[src/rtl/simple_processor_pkg.sv]
// Shared types and constants for the simple processor front end.
// Holds the fetch FSM encoding and the instruction buffer entry layout.
package simple_processor_pkg;

  localparam int unsigned ADDR_WIDTH = 16;
  localparam int unsigned DATA_WIDTH = 16;
  localparam int unsigned PC_STEP    = 2;

  typedef enum logic [1:0] {
    BOOT = 2'd0,
    RUN  = 2'd1,
    DROP = 2'd2
  } fetch_state_e;

  typedef struct packed {
    logic [DATA_WIDTH-1:0] instr;
    logic [ADDR_WIDTH-1:0] pc;
  } fetch_entry_t;

endpackage

[src/rtl/fetch_buffer.sv]
// Two-entry shift FIFO for fetched instructions; the head always sits in e0_q
// so the downstream outputs come straight from registers. Flush wins over push/pop.
import simple_processor_pkg::*;

module fetch_buffer #(
  parameter type entry_t = fetch_entry_t
) (
  input  logic       clk_i,
  input  logic       arst_ni,
  input  logic       push_i,
  input  entry_t     entry_i,
  input  logic       pop_i,
  input  logic       flush_i,
  output entry_t     head_o,
  output logic       head_valid_o,
  output logic [1:0] count_next_o
);

  entry_t e0_q, e1_q;
  logic   v0_q, v1_q;
  logic   pop_eff;
  logic [1:0] count;

  // Popping an empty buffer is a no-op; v1_q is only ever set while v0_q is.
  assign pop_eff = pop_i & v0_q;
  assign count   = 2'(v0_q) + 2'(v1_q);

  always_comb begin
    count_next_o = count;
    if (flush_i) begin
      count_next_o = 2'd0;
    end else begin
      count_next_o = count + 2'(push_i) - 2'(pop_eff);
    end
  end

  always_ff @(posedge clk_i or negedge arst_ni) begin
    if (!arst_ni) begin
      e0_q <= '0;
      e1_q <= '0;
      v0_q <= 1'b0;
      v1_q <= 1'b0;
    end else if (flush_i) begin
      v0_q <= 1'b0;
      v1_q <= 1'b0;
    end else begin
      case ({push_i, pop_eff})
        2'b11: begin
          if (v1_q) begin
            e0_q <= e1_q;
            e1_q <= entry_i;
          end else begin
            e0_q <= entry_i;
          end
        end
        2'b01: begin
          e0_q <= e1_q;
          v0_q <= v1_q;
          v1_q <= 1'b0;
        end
        2'b10: begin
          if (!v0_q) begin
            e0_q <= entry_i;
            v0_q <= 1'b1;
          end else begin
            e1_q <= entry_i;
            v1_q <= 1'b1;
          end
        end
        default: ;
      endcase
    end
  end

  assign head_o       = e0_q;
  assign head_valid_o = v0_q;

endmodule

[src/rtl/instr_fetch_unit.sv]
// Instruction fetch stage: owns the PC, drives the instruction memory port,
// buffers up to two responses and handles redirects by flushing in-flight work.
import simple_processor_pkg::*;

module instr_fetch_unit #(
  parameter int unsigned MEM_ADDR_WIDTH = ADDR_WIDTH,
  parameter int unsigned MEM_DATA_WIDTH = DATA_WIDTH,
  parameter int unsigned PC_STEP        = simple_processor_pkg::PC_STEP
) (
  input  logic                      clk_i,
  input  logic                      arst_ni,
  input  logic [MEM_ADDR_WIDTH-1:0] boot_addr_i,
  output logic                      imem_req_o,
  output logic [MEM_ADDR_WIDTH-1:0] imem_addr_o,
  input  logic [MEM_DATA_WIDTH-1:0] imem_rdata_i,
  input  logic                      imem_ack_i,
  input  logic                      redirect_i,
  input  logic [MEM_ADDR_WIDTH-1:0] redirect_addr_i,
  output logic                      instr_valid_o,
  output logic [MEM_DATA_WIDTH-1:0] instr_o,
  output logic [MEM_ADDR_WIDTH-1:0] instr_pc_o,
  input  logic                      instr_ready_i,
  output fetch_state_e              dbg_state_o
);

  typedef struct packed {
    logic [MEM_DATA_WIDTH-1:0] instr;
    logic [MEM_ADDR_WIDTH-1:0] pc;
  } entry_t;

  // Handshakes: the memory side completes a request in any cycle where
  // imem_req_o and imem_ack_i are both high (request held stable until then);
  // decode consumes the head in any cycle where instr_valid_o and instr_ready_i are both high.

  fetch_state_e              state_q;
  logic                      req_q;
  logic [MEM_ADDR_WIDTH-1:0] addr_q;
  logic [MEM_ADDR_WIDTH-1:0] target_q;

  logic       ack_acc;
  logic       buf_push;
  logic       buf_pop;
  logic       buf_flush;
  logic [1:0] buf_count_next;
  entry_t     buf_entry;
  entry_t     buf_head;

  assign ack_acc   = req_q & imem_ack_i;
  assign buf_push  = (state_q == RUN) & ack_acc & ~redirect_i;
  assign buf_pop   = instr_valid_o & instr_ready_i;
  // DROP keeps the buffer empty; a stale response must never become visible.
  assign buf_flush = ((state_q == RUN) & redirect_i) | (state_q == DROP);
  assign buf_entry = '{instr: imem_rdata_i, pc: addr_q};

  fetch_buffer #(
    .entry_t (entry_t)
  ) u_fetch_buffer (
    .clk_i        (clk_i),
    .arst_ni      (arst_ni),
    .push_i       (buf_push),
    .entry_i      (buf_entry),
    .pop_i        (buf_pop),
    .flush_i      (buf_flush),
    .head_o       (buf_head),
    .head_valid_o (instr_valid_o),
    .count_next_o (buf_count_next)
  );

  always_ff @(posedge clk_i or negedge arst_ni) begin
    if (!arst_ni) begin
      state_q  <= BOOT;
      req_q    <= 1'b0;
      addr_q   <= '0;
      target_q <= '0;
    end else begin
      case (state_q)
        BOOT: begin
          addr_q  <= boot_addr_i;
          req_q   <= 1'b1;
          state_q <= RUN;
        end
        RUN: begin
          if (redirect_i) begin
            if (ack_acc || !req_q) begin
              addr_q <= redirect_addr_i;
              req_q  <= (buf_count_next < 2'd2);
            end else begin
              // An un-acked request cannot be withdrawn; wait for it to drain.
              target_q <= redirect_addr_i;
              state_q  <= DROP;
            end
          end else begin
            if (ack_acc) begin
              addr_q <= addr_q + MEM_ADDR_WIDTH'(PC_STEP);
            end
            req_q <= (buf_count_next < 2'd2);
          end
        end
        DROP: begin
          if (ack_acc) begin
            addr_q  <= redirect_i ? redirect_addr_i : target_q;
            req_q   <= 1'b1;
            state_q <= RUN;
          end else if (redirect_i) begin
            target_q <= redirect_addr_i;
          end
        end
        default: begin
          state_q <= BOOT;
          req_q   <= 1'b0;
        end
      endcase
    end
  end

  assign imem_req_o  = req_q;
  assign imem_addr_o = addr_q;
  assign instr_o     = buf_head.instr;
  assign instr_pc_o  = buf_head.pc;
  assign dbg_state_o = state_q;

endmodule

[config.mk]
export PLATFORM = sky130hd
export DESIGN_NAME = instr_fetch_unit
export DESIGN_NICKNAME = d
export VERILOG_FILES = /design/src/rtl/simple_processor_pkg.sv /design/src/rtl/fetch_buffer.sv /design/src/rtl/instr_fetch_unit.sv
export SDC_FILE = /design/constraint.sdc
export NUM_CORES = 1
export LEC_CHECK = 0
export ABC_CLOCK_PERIOD_IN_PS = 5300
export CORE_MARGIN = 2
export CORE_UTILIZATION = 36
export CTS_BUF_LIST = sky130_fd_sc_hd__clkbuf_4 sky130_fd_sc_hd__clkbuf_8
export CTS_CLUSTER_DIAMETER = 200
export DETAILED_ROUTE_END_ITERATION = 6
export DONT_BUFFER_PORTS = 1
export PLACE_DENSITY_LB_ADDON = 0.1
export SLEW_MARGIN = 15
export SYNTH_ARGS = -nofsm -noshare
export SYNTH_HDL_FRONTEND = slang
export SYNTH_SLANG_ARGS = --single-unit
[constraint.sdc]
create_clock -name clk_i -period 5.3 [get_ports clk_i]
set_input_delay 1.06 -clock clk_i [delete_from_list [all_inputs] [get_ports clk_i]]
set_output_delay 1.06 -clock clk_i [all_outputs]
set_load 0.01 [all_outputs]
* Word level (Yosys, flattened, before mapping)
Index checks and enable logic that the tools add are counted.
** Word-level totals
- Bits of input ports :: 53
- Bits in writable memories :: 0
- Memories kept :: 0
- Bits in registers :: 101
- Output and inout port bits :: 52
- ROM bits :: 0
- Bits in latches :: 0
** Operators by class
- Bitwise operators :: 9
- Reduce and logical (&&, ||, !) cells :: 15
- $mul :: 0
- Divide/modulo/power cells :: 0
- Mux-type cells :: 30
- Eq/ne operators :: 15
- Shift operators :: 0
- $lt $le $gt $ge :: 1
- $add $sub $neg :: 4
** Operators with widths (count)
- $mux W16 :: 8
- $mux W32 :: 4
- $pmux W32 S3 :: 1
- $pmux W32 S2 :: 1
- $pmux W16 S3 :: 1
- $pmux W16 S2 :: 1
- $add A16 B2 Y16 const B :: 1
- $reduce_and A4 Y1 :: 3
- $ne A2 B2 Y1 const B :: 5
- $reduce_bool A3 Y1 :: 3
- $mux W2 :: 4
- $and A1 B1 Y1 :: 6
- $eq A2 B2 Y1 const B :: 3
- $mux W1 :: 6
- $ne A3 B2 Y1 const B :: 2
- $pmux W2 S3 :: 1
- $reduce_and A3 Y1 :: 2
- $eq A2 B1 Y1 const B :: 2
- $ne A2 B1 Y1 const B :: 2
- $pmux W1 S2 :: 2
- $reduce_and A2 Y1 :: 2
- $reduce_bool A2 Y1 :: 2
- $ne A3 B3 Y1 const B :: 1
- $pmux W1 S3 :: 1
- other kinds (9) :: 10

* Depth between registers and ports, before layout
- Depth in word-level cells :: 10
- Gate-level depth with buffers :: 14

* Cells and area by module
A second synthesis with hierarchy kept.
** Second synthesis, totals
- Cell total of the unflattened synthesis :: 591
- Area total of the unflattened synthesis :: 5978.2 µm²
** By module, submodules not included
- fetch_buffer :: sequential area each 1651.6 µm², cells each 342, instances 1, area each 3626.0 µm²
- instr_fetch_unit :: sequential area each 875.8 µm², cells each 249, instances 1, area each 2352.3 µm²

* Least setup slack after synthesis
No wires, ideal clock.
- Path type :: input-to-reg
- From :: in redirect_i
- To :: reg u_fetch_buffer.e1_q[0] (netlist name)
- Required time :: 5.175 ns
- Stages :: 10
- Arrival time :: 3.106 ns
- Setup slack :: 2.069 ns
- Buffers on the path :: 3
- Setup time :: 0.125 ns
- Cell sequence :: buf_2 -> nor2b_1 -> nand3_1 -> inv_1 -> ha_1 -> clkbuf_1 -> nor2_1 -> a2111oi_4 -> buf_6 -> mux2_4
** On the way
- Word-level cells in the longest chain between the ends :: 5
- Elaborated cells between the ends (all ways) :: 12
** RTL lines
- from (decl) :: line instr_fetch_unit.sv:17 : input logic redirect_i,
- $not A1 Y1 :: line instr_fetch_unit.sv:49 : assign buf_push = (state_q == RUN) & ack_acc & ~redirect_i;
- $and A1 B1 Y1 :: line instr_fetch_unit.sv:49
- $eq A2 B2 Y1 :: line fetch_buffer.sv:47 : case ({push_i, pop_eff})
- $ne A2 B1 Y1 (no line) or $reduce_bool A2 Y1 (tied branches)
- $reduce_and A4 Y1 (no line)
- to (signal assigned) :: line fetch_buffer.sv:51 : e1_q <= entry_i;
- to (signal assigned) :: line fetch_buffer.sv:66 : e1_q <= entry_i;
- to (decl) :: line fetch_buffer.sv:19 : entry_t e0_q, e1_q;
Several ways; a longest one is shown, not always the timed one.
A chain may end at the register's enable or synchronous reset.

* Final worst setup path
- From :: reg state_q[1], in the netlist dbg_state_o[1]
- To :: reg u_fetch_buffer.e1_q[17] (netlist name)
** On the way
- Word-level cells in the longest chain between the ends :: 6
- Elaborated cells between the ends (all ways) :: 14
** RTL lines
- from (decl) :: line instr_fetch_unit.sv:35 : fetch_state_e state_q;
- from (signal assigned) :: line instr_fetch_unit.sv:71 : state_q <= BOOT;
- from (signal assigned) :: line instr_fetch_unit.sv:80 : state_q <= RUN;
- from (signal assigned) :: line instr_fetch_unit.sv:90 : state_q <= DROP;
- $eq A2 B1 Y1 :: line instr_fetch_unit.sv:49, instr_fetch_unit.sv:52
- $and A1 B1 Y1 (2 in a row) :: line instr_fetch_unit.sv:49
- $eq A2 B2 Y1 :: line fetch_buffer.sv:47
- $ne A2 B1 Y1 (no line) or $reduce_bool A2 Y1 (tied branches)
- $reduce_and A4 Y1 (no line)
Several ways; a longest one is shown, not always the timed one.

==> impl_metrics.env <==
export IMPL_timing_hold_violations_final=0
export IMPL_synth_compound_gate_area_share=0.240
export IMPL_post_layout_total_power_mw=3.73
export IMPL_required_time_at_the_worst_slack_endpoint_ns=5.58
export IMPL_die_h_microns=131
export IMPL_globalRouteOverflowTotal=0
export IMPL_setup_worst_path_start="dbg_state_o[1]"
export IMPL_largest_net_degree_at_the_start_of_global_routing=102
export IMPL_yosysTopAreaCell="dfrtp_1"
export IMPL_layout_nets=560
export IMPL_detailedRoute_firstPassIterationCount=4
export IMPL_cts_htree_levels=3
export IMPL_crit_fanout=33
export IMPL_timing_hold_worst_class="primary input to asynchronous set/reset pin"
export IMPL_ctsResizeCount=0
export IMPL_synth_adder_area_share=0.0257
export IMPL_synth_mux_area_frac=0.174
export IMPL_post_drt_wl_per_cell_microns=21.3
export IMPL_synthesized_area_per_cell_sq_um=11.0
export IMPL_cts_inserted_buffers=9
export IMPL_syn_cell_area_sq_um=5840
export IMPL_vias=4200
export IMPL_synth_net_count=597
export IMPL_synth_simple_gate_area_frac=0.0707
export IMPL_run_status="complete, no violations"
export IMPL_drt_total_wl_microns=15200
export IMPL_insertedDiodeCount=0
export IMPL_synthArstFlopShare=1.00
export IMPL_placed_area_sq_um=5890
export IMPL_multi_input_area_sq_um=3010
export IMPL_synth_lib_cells_used_distinct=56
export IMPL_synth_common_cells="dfrtp_1 (101), a21o_1 (33), a221oi_1 (33)"
export IMPL_maxSlewViolCount=0
export IMPL_timing_setup_critical_path_class="flop to flop"
export IMPL_timing_final_setup_violations=0
export IMPL_yosys_top_cells_area="dfrtp_1 (43%), mux2_4 (7.7%), mux2i_1 (5.5%), a221oi_1 (4.9%), a21o_1 (4.2%)"
export IMPL_clock_latency_ns=0.39
export IMPL_die_w_microns=131
export IMPL_post_route_drc_count=0
export IMPL_route_top_layer_used="met4"
export IMPL_post_route_worst_setup_slack_ns=1.31
export IMPL_critPathArrivalTime_ns=4.26
export IMPL_crit_path_end_kind="flop"
export IMPL_r2r_end="u_fetch_buffer.e1_q[17]"
export IMPL_share_of_the_synthesized_area_in_the_top_cell_type=0.433
export IMPL_place_ws_ns=1.34
export IMPL_cts_hold_buf=0
export IMPL_yosysSeqAreaShare=0.433
export IMPL_achievable_freq_ghz=0.251
export IMPL_cts_buffer_depth=2
export IMPL_placement_io_buffers=0
export IMPL_final_sum_of_negative_setup_slack_ns=0
export IMPL_cap_violations=0
export IMPL_synth_top_family_by_area="compound AO/OA/AOI/OAI gates"
export IMPL_design_die_area_sq_um=17300
export IMPL_final_core_util=0.385
export IMPL_layout_drive_gt1_share=0.166
export IMPL_start_util=0.368
export IMPL_fin_crit_sh=0.752
export IMPL_worst_pin_slew_ns=1.10
export IMPL_drt_vias_per_instance=5.87
export IMPL_antenna_found_initial=0
export IMPL_postSynth_topFlopCell="dfrtp_1"
export IMPL_power_density_cell_area_nw_per_um2=610
export IMPL_globalRouteTotalUtil=0.178
export IMPL_cellLeakagePower_nw=2.61
export IMPL_post_synth_top_count_cell="dfrtp_1"
export IMPL_detailedRoute_firstIterationViolations=262
export IMPL_syn_inst=532
export IMPL_yosys_area_share_xor_xnor=0.00450
export IMPL_kind_of_start_point_of_the_critical_path="flop"
export IMPL_num_ports=105
export IMPL_clk_root_buffer_cell="clkbuf_8"
export IMPL_r2r_worst_path_cells=11
export IMPL_std_cell_rows=46
export IMPL_core_area_sq_um=15900
export IMPL_fillCellCount=1635
export IMPL_worst_ir_drop_vdd_v=0.000338
export IMPL_route_met2_wl_microns=6770
export IMPL_postCtsSetupBuffers=0
export IMPL_post_route_min_period_ns=3.99
export IMPL_skew_ns=0.00568
export IMPL_rsz0062_at_grt="false"
export IMPL_seq_cells_post_synth=101
export IMPL_final_design_area_no_fill_sq_um=6120
export IMPL_area_delta_synth_final_pct=4.78
export IMPL_cts_sinks=101
export IMPL_synth_enable_flop_cells=0
export IMPL_first_pass_grt_wire_length_microns=24100
export IMPL_first_global_vias=4014
export IMPL_synthesis_yosys_warnings=0
export IMPL_wl_met1_microns=6910
export IMPL_routabilityCongestion=0.727
export IMPL_worst_r2r_setup_slack_ns=1.31
export IMPL_post_dp_hpwl_microns=9770
export IMPL_detail_route_antenna_nets=0
export IMPL_final_seq_area_sq_um=2530
export IMPL_rr_startpoint="dbg_state_o[1]"
export IMPL_tritoncts="built"
export IMPL_route_met3_wl_microns=1280
export IMPL_clkSlewWorstSetupHoldPaths_ns=0.10
export IMPL_relSlewSlack=0.262
[cell families (layout without fill, tap and decap cells)]
family | after synthesis | after routing
compound gates | 183 | 183
buf+inv | 64 | 32
mux | 84 | 84
flops | 101 | 101
xor+xnor | 3 | 3
simple gates | 85 | 85
fa+ha+maj | 12 | 12
[through the flow]
step,hold slack [ns],std cells
after CTS,0.333,716
final,0.351,716
after detailed placement,0.494,700
after global placement,0.486,700
after floorplan,0.475,532
after global routing,0.318,716
[where the power goes]
part           internal (mW)  switching, mW
clock                  0.293          0.295
combinational          0.725          0.772
sequential              1.14          0.510
[cell usage in the layout, fill, tap and decap left out, types with 3 or more instances in the layout]
cell / Yosys / layout
a211oi_1: 31 / 31
a21o_1: 33 / 33
a21oi_1: 9 / 9
a221oi_1: 33 / 33
a22o_1: 5 / 5
a31oi_1: 3 / 3
a32oi_1: 7 / 7
and2_1: 3 / 3
buf_4: 0 / 5
clkbuf_8: 0 / 11
dfrtp_1: 101 / 100
ha_1: 12 / 11
inv_1: 11 / 11
mux2_2: 22 / 22
mux2_4: 30 / 30
mux2i_1: 32 / 32
nand2_1: 24 / 24
nand3_1: 3 / 3
nand4_1: 4 / 4
nor2_1: 25 / 25
nor3_1: 7 / 7
nor4_1: 3 / 3
o211ai_1: 5 / 5
o21ai_0: 29 / 29
o221ai_1: 4 / 4
o31ai_1: 4 / 4
xor2_1: 3 / 3
[critical path, cell delays in order, from the launching register on]
cell,delay [ns]
dfrtp_1,0.46
inv_1,0.15
ha_1,0.41
nor2b_1,0.56
nand3_1,0.23
inv_1,0.12
ha_1,0.14
buf_4,0.36
nor2_1,0.15
a2111oi_4,0.29
buf_4,0.59
mux2_2,0.40
[sequential cells by signal, indices dropped and copies added, names as in the netlist]
signal and flops:
u_fetch_buffer.v1_q 1, target_q 16, imem_req_o 1, imem_addr_o 16
u_fetch_buffer.head_o 32, u_fetch_buffer.e1_q 32, u_fetch_buffer.head_valid_o 1, dbg_state_o 2
[how the worst max path moves through the flow]
stage	endpoint	slack (ns)
after CTS	u_fetch_buffer.e1_q[17]	1.27
final	u_fetch_buffer.e1_q[17]	1.31
after floorplan	u_fetch_buffer.e1_q[0]	2.07
after detailed placement	u_fetch_buffer.e1_q[17]	1.34
after global placement	u_fetch_buffer.e1_q[17]	1.46
after global routing	u_fetch_buffer.e1_q[16]	0.97
[layer usage]
| layer | vias up | GRT usage |
|---|---|---|
| met3 | 19 | 0.0633 |
| met4 | 0 | 0.0622 |
| li1 | 1953 | - |
| met1 | 2108 | 0.244 |
| met2 | 120 | 0.260 |
| met5 | - | 0 |
[area by class of cell]
class                      count  area share
multi-input combinational    367       0.492
sequential                   101       0.413
tap                          216      0.0441
clock buffer                  11      0.0247
clock inverter                 5      0.0135
inverter                      11     0.00674
timing repair buffer           5     0.00613
(Power assumes the default switching activity.)
